===== config.mk =====
export PLATFORM = sky130hd
export DESIGN_NAME = haze_gain_ramp_ctrl
export DESIGN_NICKNAME = d
export VERILOG_FILES = /design/src/rtl/haze_gain_ramp_ctrl.sv
export SDC_FILE = /design/constraint.sdc
export NUM_CORES = 1
export LEC_CHECK = 0
export ABC_CLOCK_PERIOD_IN_PS = 9000
export BUFFER_PORTS_ARGS = -buffer_cell sky130_fd_sc_hd__clkbuf_2
export CORE_MARGIN = 4
export CORE_UTILIZATION = 30
export CTS_BUF_LIST = sky130_fd_sc_hd__clkbuf_4
export CTS_CLUSTER_DIAMETER = 80
export DETAILED_ROUTE_END_ITERATION = 7
export PLACE_DENSITY = 0.43
export SLEW_MARGIN = 20
export SYNTH_ARGS = -nofsm -noshare
export SYNTH_HDL_FRONTEND = slang
export SYNTH_SLANG_ARGS = --single-unit
export TNS_END_PERCENT = 20

===== constraint.sdc =====
create_clock -name clk_i -period 9 [get_ports clk_i]
set_input_delay 0 -clock clk_i [delete_from_list [all_inputs] [get_ports clk_i]]
set_output_delay 0 -clock clk_i [all_outputs]
set_load 0.05 [all_outputs]

===== src/rtl/haze_gain_ramp_ctrl.sv =====
// Bus-programmable gain scheduler for the two-channel haze gain stage.
// Ramps kp/kp2 toward programmed targets in bounded steps, one step every I+1 cycles.
module haze_gain_ramp_ctrl #(
    parameter int GAINBITS         = 24,
    parameter int DEFAULT_INTERVAL = 1000
) (
    input  logic                       clk_i,
    input  logic                       rst_i,
    input  logic [15:0]                addr,
    input  logic                       wen,
    input  logic                       ren,
    input  logic [31:0]                wdata,
    output logic                       ack,
    output logic [31:0]                rdata,
    output logic signed [GAINBITS-1:0] kp_o,
    output logic signed [GAINBITS-1:0] kp2_o,
    output logic                       busy_o,
    output logic                       done_o,
    output logic                       upd_o
);

    localparam logic [15:0] ADDR_TGT_KP  = 16'h0100;
    localparam logic [15:0] ADDR_TGT_KP2 = 16'h0104;
    localparam logic [15:0] ADDR_STEP    = 16'h0108;
    localparam logic [15:0] ADDR_IVAL    = 16'h010C;
    localparam logic [15:0] ADDR_CTRL    = 16'h0110;
    localparam logic [15:0] ADDR_STATUS  = 16'h0114;
    localparam logic [15:0] ADDR_KP      = 16'h0118;
    localparam logic [15:0] ADDR_KP2     = 16'h011C;

    typedef enum logic [1:0] {
        IDLE = 2'd0,
        WAIT = 2'd1,
        STEP = 2'd2
    } state_t;

    state_t                       state_r, state_n;
    logic signed [GAINBITS-1:0]   tgt_kp_r, tgt_kp2_r;
    logic [GAINBITS-2:0]          step_r;
    logic [31:0]                  ival_r, cnt_r, cnt_n, ival_s;
    logic                         hold_r;
    logic signed [GAINBITS-1:0]   kp_r, kp2_r, kp_n, kp2_n;
    logic signed [GAINBITS-1:0]   step_kp_s, step_kp2_s;
    logic                         busy_r, done_r, done_n, upd_r, upd_n;
    logic                         ack_r;
    logic [31:0]                  rdata_r, rd_mux_s;
    logic                         start_s, abort_s, at_tgt_s;

    // Move cur toward tgt by min(stp,|tgt-cur|) using one guard bit; stp==0 jumps.
    function automatic logic signed [GAINBITS-1:0] ramp_gain(
        input logic signed [GAINBITS-1:0] cur,
        input logic signed [GAINBITS-1:0] tgt,
        input logic [GAINBITS-2:0]        stp
    );
        logic signed [GAINBITS:0] diff;
        logic [GAINBITS:0]        mag;
        logic [GAINBITS:0]        stp_ext;
        diff    = {tgt[GAINBITS-1], tgt} - {cur[GAINBITS-1], cur};
        mag     = diff[GAINBITS] ? $unsigned(-diff) : $unsigned(diff);
        stp_ext = {2'b00, stp};
        if ((stp == {(GAINBITS-1){1'b0}}) || (mag <= stp_ext)) begin
            ramp_gain = tgt;
        end else if (diff[GAINBITS]) begin
            ramp_gain = cur - stp_ext[GAINBITS-1:0];
        end else begin
            ramp_gain = cur + stp_ext[GAINBITS-1:0];
        end
    endfunction

    assign start_s    = wen && (addr == ADDR_CTRL) && wdata[0];
    assign abort_s    = wen && (addr == ADDR_CTRL) && wdata[1];
    assign ival_s     = (ival_r == 32'd0) ? 32'd1 : ival_r;
    assign at_tgt_s   = (kp_r == tgt_kp_r) && (kp2_r == tgt_kp2_r);
    assign step_kp_s  = ramp_gain(kp_r, tgt_kp_r, step_r);
    assign step_kp2_s = ramp_gain(kp2_r, tgt_kp2_r, step_r);

    // Programmable registers written from the bus.
    always_ff @(posedge clk_i or posedge rst_i) begin
        if (rst_i) begin
            tgt_kp_r  <= {GAINBITS{1'b0}};
            tgt_kp2_r <= {GAINBITS{1'b0}};
            step_r    <= {(GAINBITS-1){1'b0}};
            ival_r    <= 32'(DEFAULT_INTERVAL);
            hold_r    <= 1'b0;
        end else if (wen) begin
            case (addr)
                ADDR_TGT_KP:  tgt_kp_r  <= wdata[GAINBITS-1:0];
                ADDR_TGT_KP2: tgt_kp2_r <= wdata[GAINBITS-1:0];
                ADDR_STEP:    step_r    <= wdata[GAINBITS-2:0];
                ADDR_IVAL:    ival_r    <= wdata;
                ADDR_CTRL:    hold_r    <= wdata[2];
                default:      hold_r    <= hold_r;
            endcase
        end
    end

    // Read data selection; gains are sign-extended, unmapped addresses read zero.
    always_comb begin
        rd_mux_s = 32'h0000_0000;
        case (addr)
            ADDR_TGT_KP:  rd_mux_s = {{(32-GAINBITS){tgt_kp_r[GAINBITS-1]}}, tgt_kp_r};
            ADDR_TGT_KP2: rd_mux_s = {{(32-GAINBITS){tgt_kp2_r[GAINBITS-1]}}, tgt_kp2_r};
            ADDR_STEP:    rd_mux_s = {{(33-GAINBITS){1'b0}}, step_r};
            ADDR_IVAL:    rd_mux_s = ival_r;
            ADDR_CTRL:    rd_mux_s = {29'd0, hold_r, 2'b00};
            ADDR_STATUS:  rd_mux_s = {30'd0, done_r, busy_r};
            ADDR_KP:      rd_mux_s = {{(32-GAINBITS){kp_r[GAINBITS-1]}}, kp_r};
            ADDR_KP2:     rd_mux_s = {{(32-GAINBITS){kp2_r[GAINBITS-1]}}, kp2_r};
            default:      rd_mux_s = 32'h0000_0000;
        endcase
    end

    // Bus acknowledge and read data, registered together.
    always_ff @(posedge clk_i or posedge rst_i) begin
        if (rst_i) begin
            ack_r   <= 1'b0;
            rdata_r <= 32'h0000_0000;
        end else begin
            ack_r   <= wen | ren;
            rdata_r <= ren ? rd_mux_s : 32'h0000_0000;
        end
    end

    // Ramp FSM next-state and datapath; abort outranks start, start while busy restarts.
    always_comb begin
        state_n = state_r;
        cnt_n   = cnt_r;
        kp_n    = kp_r;
        kp2_n   = kp2_r;
        done_n  = done_r;
        upd_n   = 1'b0;
        if (abort_s) begin
            state_n = IDLE;
            done_n  = 1'b0;
        end else if (start_s && (state_r != IDLE)) begin
            state_n = WAIT;
            cnt_n   = ival_s;
            done_n  = 1'b0;
        end else begin
            case (state_r)
                IDLE: begin
                    if (start_s && at_tgt_s) begin
                        done_n = 1'b1;
                    end else if (start_s) begin
                        cnt_n   = ival_s;
                        done_n  = 1'b0;
                        state_n = WAIT;
                    end else begin
                        state_n = IDLE;
                    end
                end
                WAIT: begin
                    if (hold_r) begin
                        cnt_n = cnt_r;
                    end else if (cnt_r <= 32'd1) begin
                        state_n = STEP;
                    end else begin
                        cnt_n = cnt_r - 32'd1;
                    end
                end
                STEP: begin
                    kp_n  = step_kp_s;
                    kp2_n = step_kp2_s;
                    upd_n = (step_kp_s != kp_r) || (step_kp2_s != kp2_r);
                    if ((step_kp_s == tgt_kp_r) && (step_kp2_s == tgt_kp2_r)) begin
                        done_n  = 1'b1;
                        state_n = IDLE;
                    end else begin
                        cnt_n   = ival_s;
                        state_n = WAIT;
                    end
                end
                default: begin
                    state_n = IDLE;
                end
            endcase
        end
    end

    // FSM state, live gains and status flags.
    always_ff @(posedge clk_i or posedge rst_i) begin
        if (rst_i) begin
            state_r <= IDLE;
            cnt_r   <= 32'd0;
            kp_r    <= {GAINBITS{1'b0}};
            kp2_r   <= {GAINBITS{1'b0}};
            busy_r  <= 1'b0;
            done_r  <= 1'b0;
            upd_r   <= 1'b0;
        end else begin
            state_r <= state_n;
            cnt_r   <= cnt_n;
            kp_r    <= kp_n;
            kp2_r   <= kp2_n;
            busy_r  <= (state_n != IDLE);
            done_r  <= done_n;
            upd_r   <= upd_n;
        end
    end

    assign ack    = ack_r;
    assign rdata  = rdata_r;
    assign kp_o   = kp_r;
    assign kp2_o  = kp2_r;
    assign busy_o = busy_r;
    assign done_o = done_r;
    assign upd_o  = upd_r;

endmodule


# Word level (Yosys, flattened, before mapping)
# Cells that the tools add are included.
# W data, S select, Z words.
dict set report totals {
  in_bits 52
  ff_bits 222
  elab_cells 110
}
dict set report op_classes {
  n_reduce_logical 25
  n_lt_le_gt_ge 3
  bitwise_logic 3
  n_eq_ne 23
  muxes 33
  addsub 9
}
# op n
set ops {}
lappend ops {{$mux W32} 8}
lappend ops {{$pmux W32 S8} 1}
lappend ops {{$eq A16 B9 Y1 const B} 8}
lappend ops {{$eq A24 B24 Y1} 4}
lappend ops {{$mux W24} 4}
lappend ops {{$pmux W32 S3} 1}
lappend ops {{$le A25 B23 Y1} 2}
lappend ops {{$mux W25} 2}
lappend ops {{$neg A25 Y25} 2}
lappend ops {{$sub A24 B24 Y25} 2}
lappend ops {{$add A24 B23 Y24} 2}
lappend ops {{$ne A24 B24 Y1} 2}
lappend ops {{$sub A24 B23 Y24} 2}
lappend ops {{$le A32 B1 Y1 const B} 1}
lappend ops {{$logic_not A32 Y1} 1}
lappend ops {{$sub A32 B1 Y32 const B} 1}
lappend ops {{$logic_not A23 Y1} 1}
lappend ops {{$ne A3 B3 Y1 const B} 5}
lappend ops {{$mux W1} 10}
lappend ops {{$mux W2} 5}
lappend ops {{$reduce_and A2 Y1} 5}
lappend ops {{$reduce_bool A4 Y1} 2}
lappend ops {{$logic_and A1 B1 Y1} 7}
lappend ops {{$reduce_and A7 Y1} 1}
lappend ops {{12 further kinds} 17}

# Logic depth before layout (Yosys ltp)
dict set report depth {
  depth_word 13
  mapped_depth 30
  ltp_nobuf 29
}

# Worst setup path before layout
# Ideal clock, no wire load.
dict set report synth_path {
  path_type {register -> register}
  start {register kp2_r[0], in the netlist kp2_o[0]}
  end {register cnt_r[9]}
  n_path_buf 2
  arrival_ns 7.322
  setup_time_ns 0.121
  path_slack_ns 1.556
  synth_period_minus_slack_ns 7.444
  stages_incl_launch_ff 28
  path_cell_list {dfrtp_1 ha_1 fa_1 nand2b_1 a21o_1 a21o_1 a2111oi_1 o31ai_1 a32oi_1 clkbuf_1 a21o_1 inv_1 ha_1 nor2b_1 o2111ai_1 a21oi_1 o211a_1 or2_2 o311ai_0 xnor2_1 nand3_1 or4_1 o31ai_1 nand3_1 nand3_2 clkbuf_1 nor2_1 o22a_1}
}
dict set report synth_between {
  elab_chain_cells 10
  word_cells_on_any_way 17
}
# item line_no
set synth_lines {}
lappend synth_lines {{start: declaration} 42} ;# logic signed [GAINBITS-1:0] kp_r, kp2_r, kp_n, kp2_n;
lappend synth_lines {{start signal: assignment} 186} ;# kp2_r <= {GAINBITS{1'b0}};
lappend synth_lines {{start signal: assignment} 194} ;# kp2_r <= kp2_n;
lappend synth_lines {{$sub A24 B24 Y25} 58} ;# diff = {tgt[GAINBITS-1], tgt} - {cur[GAINBITS-1], cur};
lappend synth_lines {{$neg A25 Y25} 59} ;# mag = diff[GAINBITS] ? $unsigned(-diff) : $unsigned(diff);
lappend synth_lines {{$mux W25} 59}
lappend synth_lines {{$le A25 B23 Y1} 61} ;# if ((stp == {(GAINBITS-1){1'b0}}) || (mag <= stp_ext)) begin
lappend synth_lines {{$logic_or A1 B1 Y1} 61}
lappend synth_lines {{$mux W24} 61}
lappend synth_lines {{$eq A24 B24 Y1} 165} ;# if ((step_kp_s == tgt_kp_r) && (step_kp2_s == tgt_kp2_r)) begin
lappend synth_lines {{$logic_and A1 B1 Y1} 165}
lappend synth_lines {{$ne A3 B3 Y1 (no line)} --}
lappend synth_lines {{$reduce_and A7 Y1 (no line) (*)} --}
lappend synth_lines {{end signal: assignment} 192} ;# cnt_r <= cnt_n;
lappend synth_lines {{end: declaration} 40} ;# logic [31:0] ival_r, cnt_r, cnt_n, ival_s;
# Every way passes the cells marked *; elsewhere a longest branch is shown, timed or not.
# A chain may end at the register's enable or synchronous reset.

# Worst setup path after layout
dict set report layout_path {
  start {register kp2_r[5], in the netlist kp2_o[5]}
  end {register cnt_r[26]}
}
# The elaborated chain is that of the path after synthesis.

==> reports/metrics.csv <==
metric,value,unit
worst r2r src,kp2_o[5],
final instance area,0.0246,sq mm
final worst-path cycle share,0.924,
Post-Synthesis Cells,2543,
drt drc,0,
"setup slack, reg-to-reg",680,ps
crit path capture type,flip-flop,
WL/cell,27.6,microns
syn_nets,2744,
first-pass GRT wire length,149000,microns
predominant post-synthesis flop cell,dfrtp_1,
setup TNS,0,ps
clk_skew,74.3,ps
Root Driver,clkbuf_4,
worst slew margin relative to its limit,0.258,
CP arrival,8960,ps
final setup violation count,0,
placed cell areas,0.0232,sq mm
die width,273,microns
setup bufs post-CTS,0,
die area,0.0747,sq mm
largest net degree at the start of global routing,110,
Rows,97,
VDD IR max,0.0000804,V
vias in the first global route,21100,
"Data required, critical path",9640,ps
power density over the cells,89.5,mW/mm^2
register area share after synthesis,0.263,
H-tree Lvls,3,
YS warnings,0,
Vias,21600,
"Hold Vio Cnt, Final",0,
Synth area leaders,"dfrtp_1 (26%), ha_1 (8.6%), xnor2_1 (6.1%)",
Worst path max stage delay,700,ps
Post-Syn Area,0.0211,sq mm
DRT iter0 DRCs,1926,
critical path's slowest cell,a311oi_1,
Total Power,2.20,mW
Layout Nets,2971,
remaining global-route overflow,0,
total wire length,103000,microns
"Clk Latency, worst-skew pair",790,ps
Synth area leader,dfrtp_1,
DRT Pass-1 Iters,5,
RSZ-0062 raised after global routing,false,
Area growth syn-to-layout,16.3,%
Pins Over Slew Limit,0,
HP Start,wdata[21],
PortBufs,135,
Fillers,7413,
Hold Path Depth,3,
Syn Area/Cell,8.30,sq um
CTS resizes,0,
Hold Crit Endpoint,ival_r[21],
capturing point of the worst reg2reg path,cnt_r[26],
GPL Wtd Cong,0.961,
Core Region,0.0699,sq mm
Die Ht,273,microns
Slew @ Worst Pin,1110,ps
Worst setup SP type,flip-flop,
CTS tree,yes,
total CTS buffers,66,
status,"complete, no violations",
"flops & latches, synth",222,
GRT Total Usage,0.270,
Async SR Flop Fraction,1.00,
Routed Antenna Nets,0,
antenna violations before repair,3,
LEAKAGE,11.4,nW
critical path class,reg -> reg,
clock sinks,222,
hpwl dp,83000,microns
Synth cell types,95,
num ports,136,
maximum clock rate,120,MHz
share of the synthesized area in the top cell type,0.256,
starting density of the core,0.302,
max-cap violations,0,
worst-path fanout max,19,
share of layout cells above drive strength 1,0.169,
vias per std cell,5.76,
Tmin final,8320,ps
Clock Path Buffers,3,
Hold WC Path Type,in -> reg,
hold_ws,84.4,ps
"Reg clk slew, reported paths",70,ps
Reg2Reg Depth,27,
Post-synth EDFFs,0,
==> area by class of cell <==
class | instances | area [sq um] | share of cell area
Antenna cell | 1 | 2.50 | 0.000102
Clock inverter | 15 | 120 | 0.00489
Timing Repair Buffer | 276 | 1870 | 0.0763
Multi-Input combinational cell | 2074 | 14600 | 0.596
Clock buffer | 92 | 691 | 0.0281
Inverter | 130 | 495 | 0.0202
Tap cell | 940 | 1180 | 0.0479
Sequential cell | 222 | 5560 | 0.227
==> how the worst max path moves through the flow <==
stage | startpoint | end
after floorplan | kp2_o[0] | cnt_r[9]
after global placement | kp2_o[17] | cnt_r[26]
after detailed placement | kp2_o[6] | cnt_r[27]
after CTS | kp2_o[6] | cnt_r[22]
after global routing | kp2_o[6] | cnt_r[27]
final | kp2_o[5] | cnt_r[26]
==> sequential cells by signal, summed over array words and instances, names as in the netlist <==
| register | cells |
|---|---|
| state_r | 2 |
| tgt_kp_r | 24 |
| hold_r | 1 |
| upd_o | 1 |
| rdata | 32 |
| ival_r | 32 |
| done_o | 1 |
| ack | 1 |
| cnt_r | 32 |
| kp_o | 24 |
| kp2_o | 24 |
| tgt_kp2_r | 24 |
| step_r | 23 |
| busy_o | 1 |
==> placed cells by master (no fill, tap or decap), types with 73 or more instances in the layout <==
cell and n:
o21ai_0 180, nand2_1 194, mux2_2 102, buf_4 87, nor2_1 223, dfrtp_1 216
mux2i_1 80, xnor2_1 147, clkbuf_4 92, inv_1 128, a21oi_1 204, nor3_1 73
ha_1 145, clkbuf_2 135
==> through the flow <==
step	setup slack (ps)	util	std cells
3_5_place_dp	923	0.332	3590
4_1_cts	847	0.351	3749
3_3_place_gp	968	0.332	3589
6_report	680	0.351	3750
5_1_grt	243	0.351	3750
2_1_floorplan	1560	-	2543
==> layer usage <==
layer  global-route usage  part of all wire
met5                    0           0.00026
met4               0.0995             0.037
met3               0.0469             0.065
met2                0.426              0.45
met1                0.369              0.45
==> synthesized netlist by cell type (all sizes together) (16+ instances only) <==
cell	count
a2111oi	16
a211oi	26
a21o	44
a21oi	206
a31oi	29
and2	27
clkbuf	102
dfrtp	216
ha	145
inv	129
mux2	103
mux2i	80
nand2	195
nand2b	25
nand3	61
nand4	40
nor2	225
nor3	75
nor4	42
o211ai	19
o21ai	182
o22ai	30
or2	18
or3	16
xnor2	147
xor2	56
==> power breakdown <==
group	internal, mW	total (mW)	switching, mW
logic	0.0674	0.179	0.112
clock network	0.527	1.02	0.490
registers	1.00	1.00	0.00212
total	1.59	2.20	0.604
==> critical path: cells and delay by family, from the launching register on <==
family,cells,cell delay [ps]
AOI/OAI and AO/OA,14,4670
xor gates and xnor gates,1,190
adders and majority gates,2,870
buffers and inverters,3,600
DFF,1,490
and+or+nand+nor,7,1330
==> cells by family after synthesis <==
logic type	share of synthesized area
buffers and inverters	0.0452
multiplexers	0.0941
adder cells (fa/ha/maj)	0.0897
AO/OA/AOI/OAI	0.218
XOR/XNOR	0.104
AND/OR/NAND/NOR	0.186
flip-flops	0.263
==> repair_timing <==
action	CTS	global route
endpoints found under the hold margin	249	0
setup endpoints to repair	0	0
hold buffers	52	0
Note: power is estimated with default switching activity, not from simulation.
